==> src/rtl/game_pkg.sv <==
// Shared game-wide types and constants used by the gameplay control blocks.
package game_pkg;

  typedef logic [3:0] hp_t;

  typedef enum logic [1:0] {
    ALIVE  = 2'd0,
    INVULN = 2'd1,
    DEAD   = 2'd2
  } health_state_t;

  localparam int TICK_HZ = 60;

endpackage

==> src/rtl/rise_detect.sv <==
// Per-bit registered rising-edge detector; history resets to RESET_VAL so lines
// already high when reset releases do not produce an edge.
module rise_detect #(
  parameter int                 WIDTH     = 1,
  parameter logic [WIDTH-1:0]   RESET_VAL = '1
) (
  input  logic             clk,
  input  logic             rst,
  input  logic [WIDTH-1:0] din,
  output logic [WIDTH-1:0] rise
);

  logic [WIDTH-1:0] hist_p0;

  // stage p0 -> p1: compare the new sample against the previous one
  always_ff @(posedge clk or negedge rst) begin
    if (!rst) begin
      hist_p0 <= RESET_VAL;
      rise    <= '0;
    end else begin
      hist_p0 <= din;
      rise    <= din & ~hist_p0;
    end
  end

endmodule

==> src/rtl/health_ctrl.sv <==
// Player health manager: 1 HP per ghost collision event, timed invulnerability with
// blink, heal saturation, sticky game over and restart.
module health_ctrl
  import game_pkg::*;
#(
  parameter int START_HP     = 3,
  parameter int MAX_HP       = 9,
  parameter int INVULN_TICKS = 90,
  parameter int BLINK_TICKS  = 8
) (
  input  logic       clk,
  input  logic       rst,
  input  logic       tick,
  input  logic [3:0] got_hit,
  input  logic       heal,
  input  logic       restart,
  output logic [3:0] hp_dig,
  output logic       game_over,
  output logic       invuln,
  output logic       blink,
  output logic       hit_ack
);

  localparam int IW = $clog2(INVULN_TICKS + 1);
  localparam int BW = $clog2(BLINK_TICKS + 1);

  localparam hp_t           START_V  = hp_t'(START_HP);
  localparam hp_t           MAX_V    = hp_t'(MAX_HP);
  localparam logic [IW-1:0] INV_LOAD = IW'(INVULN_TICKS);
  localparam logic [BW-1:0] BLK_LOAD = BW'(BLINK_TICKS);

  function automatic hp_t hp_sat(input logic [4:0] v);
    if (v > {1'b0, MAX_V}) return MAX_V;
    else                   return v[3:0];
  endfunction

  health_state_t state;
  logic [IW-1:0] inv_cnt;
  logic [BW-1:0] blink_cnt;
  logic [3:0]    rise_p1;
  logic          hit_p1;
  logic [4:0]    hp_up;
  logic [4:0]    hp_net;

  rise_detect #(
    .WIDTH     (4),
    .RESET_VAL (4'b1111)
  ) u_rise (
    .clk  (clk),
    .rst  (rst),
    .din  (got_hit),
    .rise (rise_p1)
  );

  // several ghosts rising together count as a single collision
  assign hit_p1 = |rise_p1;
  assign hp_up  = {1'b0, hp_dig} + 5'(heal);
  assign hp_net = hp_up - 5'd1;

  // stage p1 -> p2: registered FSM, counters and outputs
  always_ff @(posedge clk or negedge rst) begin
    if (!rst) begin
      state     <= ALIVE;
      hp_dig    <= START_V;
      game_over <= 1'b0;
      invuln    <= 1'b0;
      blink     <= 1'b0;
      hit_ack   <= 1'b0;
      inv_cnt   <= '0;
      blink_cnt <= '0;
    end else begin
      hit_ack <= 1'b0;
      if (restart) begin
        state     <= ALIVE;
        hp_dig    <= START_V;
        game_over <= 1'b0;
        invuln    <= 1'b0;
        blink     <= 1'b0;
        inv_cnt   <= '0;
        blink_cnt <= '0;
      end else begin
        case (state)
          ALIVE: begin
            if (hit_p1) begin
              hit_ack <= 1'b1;
              // death check uses hp after any same-cycle heal
              if (hp_net == 5'd0) begin
                state     <= DEAD;
                hp_dig    <= '0;
                game_over <= 1'b1;
              end else begin
                state     <= INVULN;
                hp_dig    <= hp_sat(hp_net);
                invuln    <= 1'b1;
                blink     <= 1'b0;
                inv_cnt   <= INV_LOAD;
                blink_cnt <= BLK_LOAD;
              end
            end else if (heal) begin
              hp_dig <= hp_sat(hp_up);
            end
          end
          INVULN: begin
            if (heal) hp_dig <= hp_sat(hp_up);
            if (tick) begin
              if (inv_cnt == IW'(1)) begin
                state     <= ALIVE;
                invuln    <= 1'b0;
                blink     <= 1'b0;
                inv_cnt   <= '0;
                blink_cnt <= '0;
              end else begin
                inv_cnt <= inv_cnt - IW'(1);
                if (blink_cnt == BW'(1)) begin
                  blink     <= ~blink;
                  blink_cnt <= BLK_LOAD;
                end else begin
                  blink_cnt <= blink_cnt - BW'(1);
                end
              end
            end
          end
          DEAD: begin
            hp_dig    <= '0;
            game_over <= 1'b1;
          end
          default: begin
            state <= ALIVE;
          end
        endcase
      end
    end
  end

endmodule

==> config.mk <==
export PLATFORM = sky130hd
export DESIGN_NAME = health_ctrl
export DESIGN_NICKNAME = d
export VERILOG_FILES = /design/src/rtl/game_pkg.sv /design/src/rtl/rise_detect.sv /design/src/rtl/health_ctrl.sv
export SDC_FILE = /design/constraint.sdc
export NUM_CORES = 1
export LEC_CHECK = 0
export BUFFER_PORTS_ARGS = -buffer_cell sky130_fd_sc_hd__buf_2
export CELL_PAD_IN_SITES_DETAIL_PLACEMENT = 0
export CELL_PAD_IN_SITES_GLOBAL_PLACEMENT = 1
export CORE_UTILIZATION = 46
export CTS_CLUSTER_DIAMETER = 80
export CTS_CLUSTER_SIZE = 30
export DETAILED_ROUTE_END_ITERATION = 12
export GPL_ROUTABILITY_DRIVEN = 0
export PLACE_DENSITY = 0.83
export SLEW_MARGIN = 20
export SYNTH_ARGS = -nofsm -noshare
export SYNTH_HDL_FRONTEND = slang
export SYNTH_SLANG_ARGS = --single-unit
==> constraint.sdc <==
create_clock -name clk -period 3.9 [get_ports clk]
set_clock_uncertainty 0.2 [all_clocks]
set_input_delay 0.585 -clock clk [delete_from_list [all_inputs] [get_ports clk]]
set_output_delay 0.585 -clock clk [all_outputs]
set_load 0.02 [all_outputs]
## Yosys cells after proc, flatten, opt, wreduce, memory -nomap -nowiden

Cells that the tools add are included.
Widths: inputs -> output; s select.

| word-level totals | value |
|---|---|
| output and inout port bits | 8 |
| bits of input ports | 9 |
| register bits after elaboration | 29 |

| cells by class | value |
|---|---|
| $add $sub $neg | 4 |
| multiplexer cells | 46 |
| bitwise operators | 3 |
| equal/unequal tests | 11 |
| magnitude comparators | 2 |
| reductions and logical operators | 11 |

Operator list:

| kind | number |
|---|---|
| $mux 4 | 12 |
| $mux 7 | 5 |
| $mux 1 | 17 |
| $ne 3x3->1 const B | 5 |
| $pmux 7 s2 | 1 |
| $pmux 4 s3 | 1 |
| $gt 5x4->1 const B | 2 |
| $mux 2 | 5 |
| $reduce_and 5->1 | 2 |
| $pmux 4 s2 | 1 |
| $reduce_and 4->1 | 2 |
| $eq 7x1->1 const B | 1 |
| $sub 7x1->7 const B | 1 |
| $pmux 1 s2 | 3 |
| $pmux 2 s3 | 1 |
| $reduce_bool 3->1 | 2 |
| $add 4x1->5 | 1 |
| $logic_not 5->1 | 1 |
| $sub 5x1->5 const B | 1 |
| $and 4x4->4 | 1 |
| $eq 4x1->1 const B | 1 |
| $ne 4x4->1 const B | 1 |
| $not 4->4 | 1 |
| $reduce_bool 4->1 | 1 |
| 8 further kinds | 8 |

## Longest topological paths before layout

| logic depth | value |
|---|---|
| word-level depth | 8 |
| mapped depth | 11 |
| gate-level depth less buffers | 10 |

## Hierarchy

From an unflattened synthesis, not the netlist that was laid out.

| second synthesis, totals | value |
|---|---|
| cells, all modules | 214 |
| area, all modules | 2070.7 um^2 |

Modules (own cells, without submodules):

| module | times used | cells an instance | area each (um^2) |
|---|---|---|---|
| health_ctrl | 1 | 202 | 1810.5 |
| rise_detect | 1 | 12 | 260.2 |

## Worst setup path before layout

No wires, ideal clock.

| timing | value |
|---|---|
| path kind | input -> register |
| from | in heal |
| to | reg blink_cnt[0] |
| cell stages on the path | 11 |
| slack | 907 ps |
| data arrival time | 2702 ps |
| path through | ha_1 -> ha_1 -> inv_1 -> ha_1 -> o211a_1 -> a32oi_1 -> nand3b_4 -> o21ai_4 -> buf_6 -> nand2_1 -> o31ai_2 |

| on the way | value |
|---|---|
| cells in the longest elaborated chain, start to end | 5 |

RTL lines:

| element | line | text |
|---|---|---|
| start: declaration | health_ctrl.sv:15 | `input logic heal,` |
| $add 4x1->5 | health_ctrl.sv:57 | `assign hp_up = {1'b0, hp_dig} + 5'(heal);` |
| $sub 5x1->5 | health_ctrl.sv:58 | `assign hp_net = hp_up - 5'd1;` |
| $logic_not 5->1 | health_ctrl.sv:87 | `if (hp_net == 5'd0) begin` |
| $ne 3x3->1 (no line) | n/a |  |
| $reduce_and 4->1 (no line) | n/a |  |
| end signal: assignment | health_ctrl.sv:118 | `blink_cnt <= blink_cnt - BW'(1);` |
| end: declaration | health_ctrl.sv:39 | `logic [BW-1:0] blink_cnt;` |

No other way between the ends.
A chain may end at the register's enable or synchronous reset.

## Worst setup path after layout

Same ends and word-level chain as after synthesis.

==> summary.txt <==
STA
  • Final setup TNS: 0 ps
  • Final worst-path cycle share: 79.7%
  • RSZ-0062 raised after global routing: false
  • Final Hold Fails: 0
  • Max Fclk: 322 MHz
  • Slew HR: 53.4%
  • Final Slew Violations: 0
  • Setup Viol. Count Final: 0
  • Final Critical Period: 3110 ps
  • Worst Tran Pin Value: 692 ps

Detailed routing
  • Final WL: 4110 µm
  • Wirelength per Cell: 15.1 µm
  • Vias/cell: 5.64
  • Iter 0 DRT Violations: 97
  • Vias post-DR: 1535
  • Drt first pass iters: 4
  • Drt drc: 0
  • ANT nets after route: 0

GRT
  • First-pass GRT wire length: 6870 µm
  • GRT Total Usage: 20.5%
  • Largest net degree at the start of global routing: 30
  • Initial antenna violation count: 0
  • Number of global-route vias before repair: 1518
  • Gr ovfl total: 0

Floorplan
  • Core area: 4030 µm²
  • Num rows: 23
  • Initial Utilization: 48.4%
  • Die X: 67.1 µm
  • Overall die height: 67.1 µm
  • DIE AREA: 4510 µm²
  • Io pins: 17

Worst setup path
  • CP endpoint kind: register
  • Critical-path cell list: buf_2, ha_1, ha_1, inv_1, ha_1, o211a_1, a32oi_1, buf_4, nand3b_4, o21ai_4, or2_4, o31ai_2
  • Reg2reg start: hp_dig[0]
  • CP Class: input port to register
  • Crit-path most repeated cell: ha_1
  • Worst stage delay on the critical path: 410 ps
  • CP Data Required Time: 3850 ps
  • Critical Path Slowest Stage Cell: ha_1
  • WP data arrival: 3060 ps
  • Endpoint of the worst register-to-register path: blink_cnt[0]
  • Startpoint types: input port
  • R2R Setup Slk: 820 ps
  • Reg2Reg Depth: 11
  • Worst-path fanout max: 17

Yosys
  • Post-Synthesis Cells: 205
  • Post-synth EDFFs: 0
  • Yosys cell types: 57
  • Post-Synthesis Net Count: 227
  • Syn Std Cell Area: 1950 µm²
  • Sequential share of the synthesized area: 37.6%
  • Post-synth ARST share: 100%
  • Avg Inst Size Synth: 9.52 µm²
  • Top FF cell, synth: dfrtp_1
  • Synthesis warning total: 0
  • #FFs+latches synth: 29

Run status
  • Status: finished, final reports clean

CTS
  • Clock transition at path regs: 70 ps
  • Setup Buffers After CTS: 0
  • Hold Buf Count CTS: 0
  • Clock latency on the worst-skew pair: 280 ps
  • CTS Root Cell: clkbuf_8
  • Resized cells post-CTS: 0
  • CTS H-tree lvls: 2
  • CTS tree: built
  • Deepest clock path buffer count: 2
  • # clock sinks: 29
  • TritonCTS Buffers: 5

Place
  • DP Wirelength: 2970 µm
  • Inst Count DP: 264
  • Port buffer count: 16

Hold path
  • Hold crit path type: input port to asynchronous set/reset pin

Layout
  • Area of the multi-input gates: 1120 µm²
  • Non-Filler Instances: 272
  • Reg area: 733 µm²
  • Fin util: 53.0%
  • Most frequent cells in the layout: dfrtp_1, nor2_1, nand2_1, buf_2
  • # fillers: 406
  • Final net count: 243
  • Ant diodes: 0
  • Share of cells above drive strength 1: 20.3%
  • Synth-to-Final Area Change: 9.49%
  • Most common cell after layout, fill and taps aside: dfrtp_1

Power and ir drop
  • P_leak: 0.967 nW
  • PD cells: 831 nW/µm²
  • Power Total: 0.00178 W
  • Worst vdd ir: 0.000382 V

Flow run
  • Max-Cap Viols: 0
==> registers in the layout (all words and copies together) (netlist names) <==
| register | count |
|---|---|
| invuln | 1 |
| blink | 1 |
| blink_cnt | 4 |
| hit_ack | 1 |
| state | 2 |
| u_rise.hist_p0 | 4 |
| game_over | 1 |
| u_rise.rise | 4 |
| hp_dig | 4 |
| inv_cnt | 7 |
==> logic make-up after synthesis <==
group                      share of synthesized area (%)
AOI/OAI and AO/OA                                   21.2
xor gates and xnor gates                            4.17
adders and majority gates                           8.34
buffers and inverters                               5.13
DFF                                                 37.6
muxes                                               2.18
and+or+nand+nor                                     21.4
==> metal layers <==
layer | track usage, % | part of all wire (%)
met1 | 25.4 | 48
met3 | 3.77 | 3.1
met2 | 35.0 | 48
met5 | 0 | 0
met4 | 7.98 | 1.3
==> through the flow <==
| stage | hold WS (ps) | setup slack (ps) | instance area, µm² |
|---|---|---|---|
| 2_1_floorplan | 89.4 | 907 | 1950 |
| 3_3_place_gp | 268 | 619 | 2050 |
| 3_5_place_dp | 276 | 513 | 2050 |
| 4_1_cts | 152 | 815 | 2140 |
| 5_1_grt | 187 | 620 | 2140 |
| 6_report | 134 | 790 | 2140 |
==> cell type report <==
cell class / count / area share [%]
flip-flops and latches: 29 / 34.3
clock inverters: 3 / 0.820
inverters: 13 / 2.28
multi-input cells: 155 / 52.3
well taps: 50 / 2.93
clock buffers: 5 / 3.22
repair buffers: 17 / 4.10
==> critical path, delay by kind of cell <==
kind	cells	cell delay [ps]
simple gates	2	310
compound gates	4	800
buf+inv	3	420
fa+ha+maj	3	950
==> worst max path at each step <==
stage	from	endpoint	slack, ps	depth (start not counted)
floorplan	heal	blink_cnt[0]	910	11
global placement	heal	inv_cnt[0]	620	12
detailed placement	heal	inv_cnt[0]	510	12
CTS	heal	inv_cnt[2]	810	12
global route	heal	inv_cnt[2]	620	12
finish	heal	blink_cnt[0]	790	12
==> report_power, final <==
part           leakage, nW  internal, W  total, W  switching (W)
sequential           0.366     0.000401  0.000520       0.000119
combinational        0.557     0.000426   0.00101       0.000586
clock               0.0439     0.000123  0.000244       0.000121
total                0.967     0.000950   0.00178       0.000826
==> cells in the mapped netlist, drive strengths merged (3+ instances only) <==
master	instances	share of area (%)
inv	13	2.5
nor2	18	3.6
nor3	7	2.1
nand2	17	3.3
ha	13	8.3
a21o	5	1.9
dfrtp	23	30
a211oi	4	1.5
xor2	3	1.7
o31a	4	1.8
clkbuf	3	0.58
nor2b	4	1.3
nand2b	6	1.9
nand3	6	1.5
o31ai	4	1.8
a21oi	7	1.8
dfstp	6	8.1
o21ai	17	4.9
buf	5	2.1
nand3b	4	2.2
(Power assumes the default switching activity.)
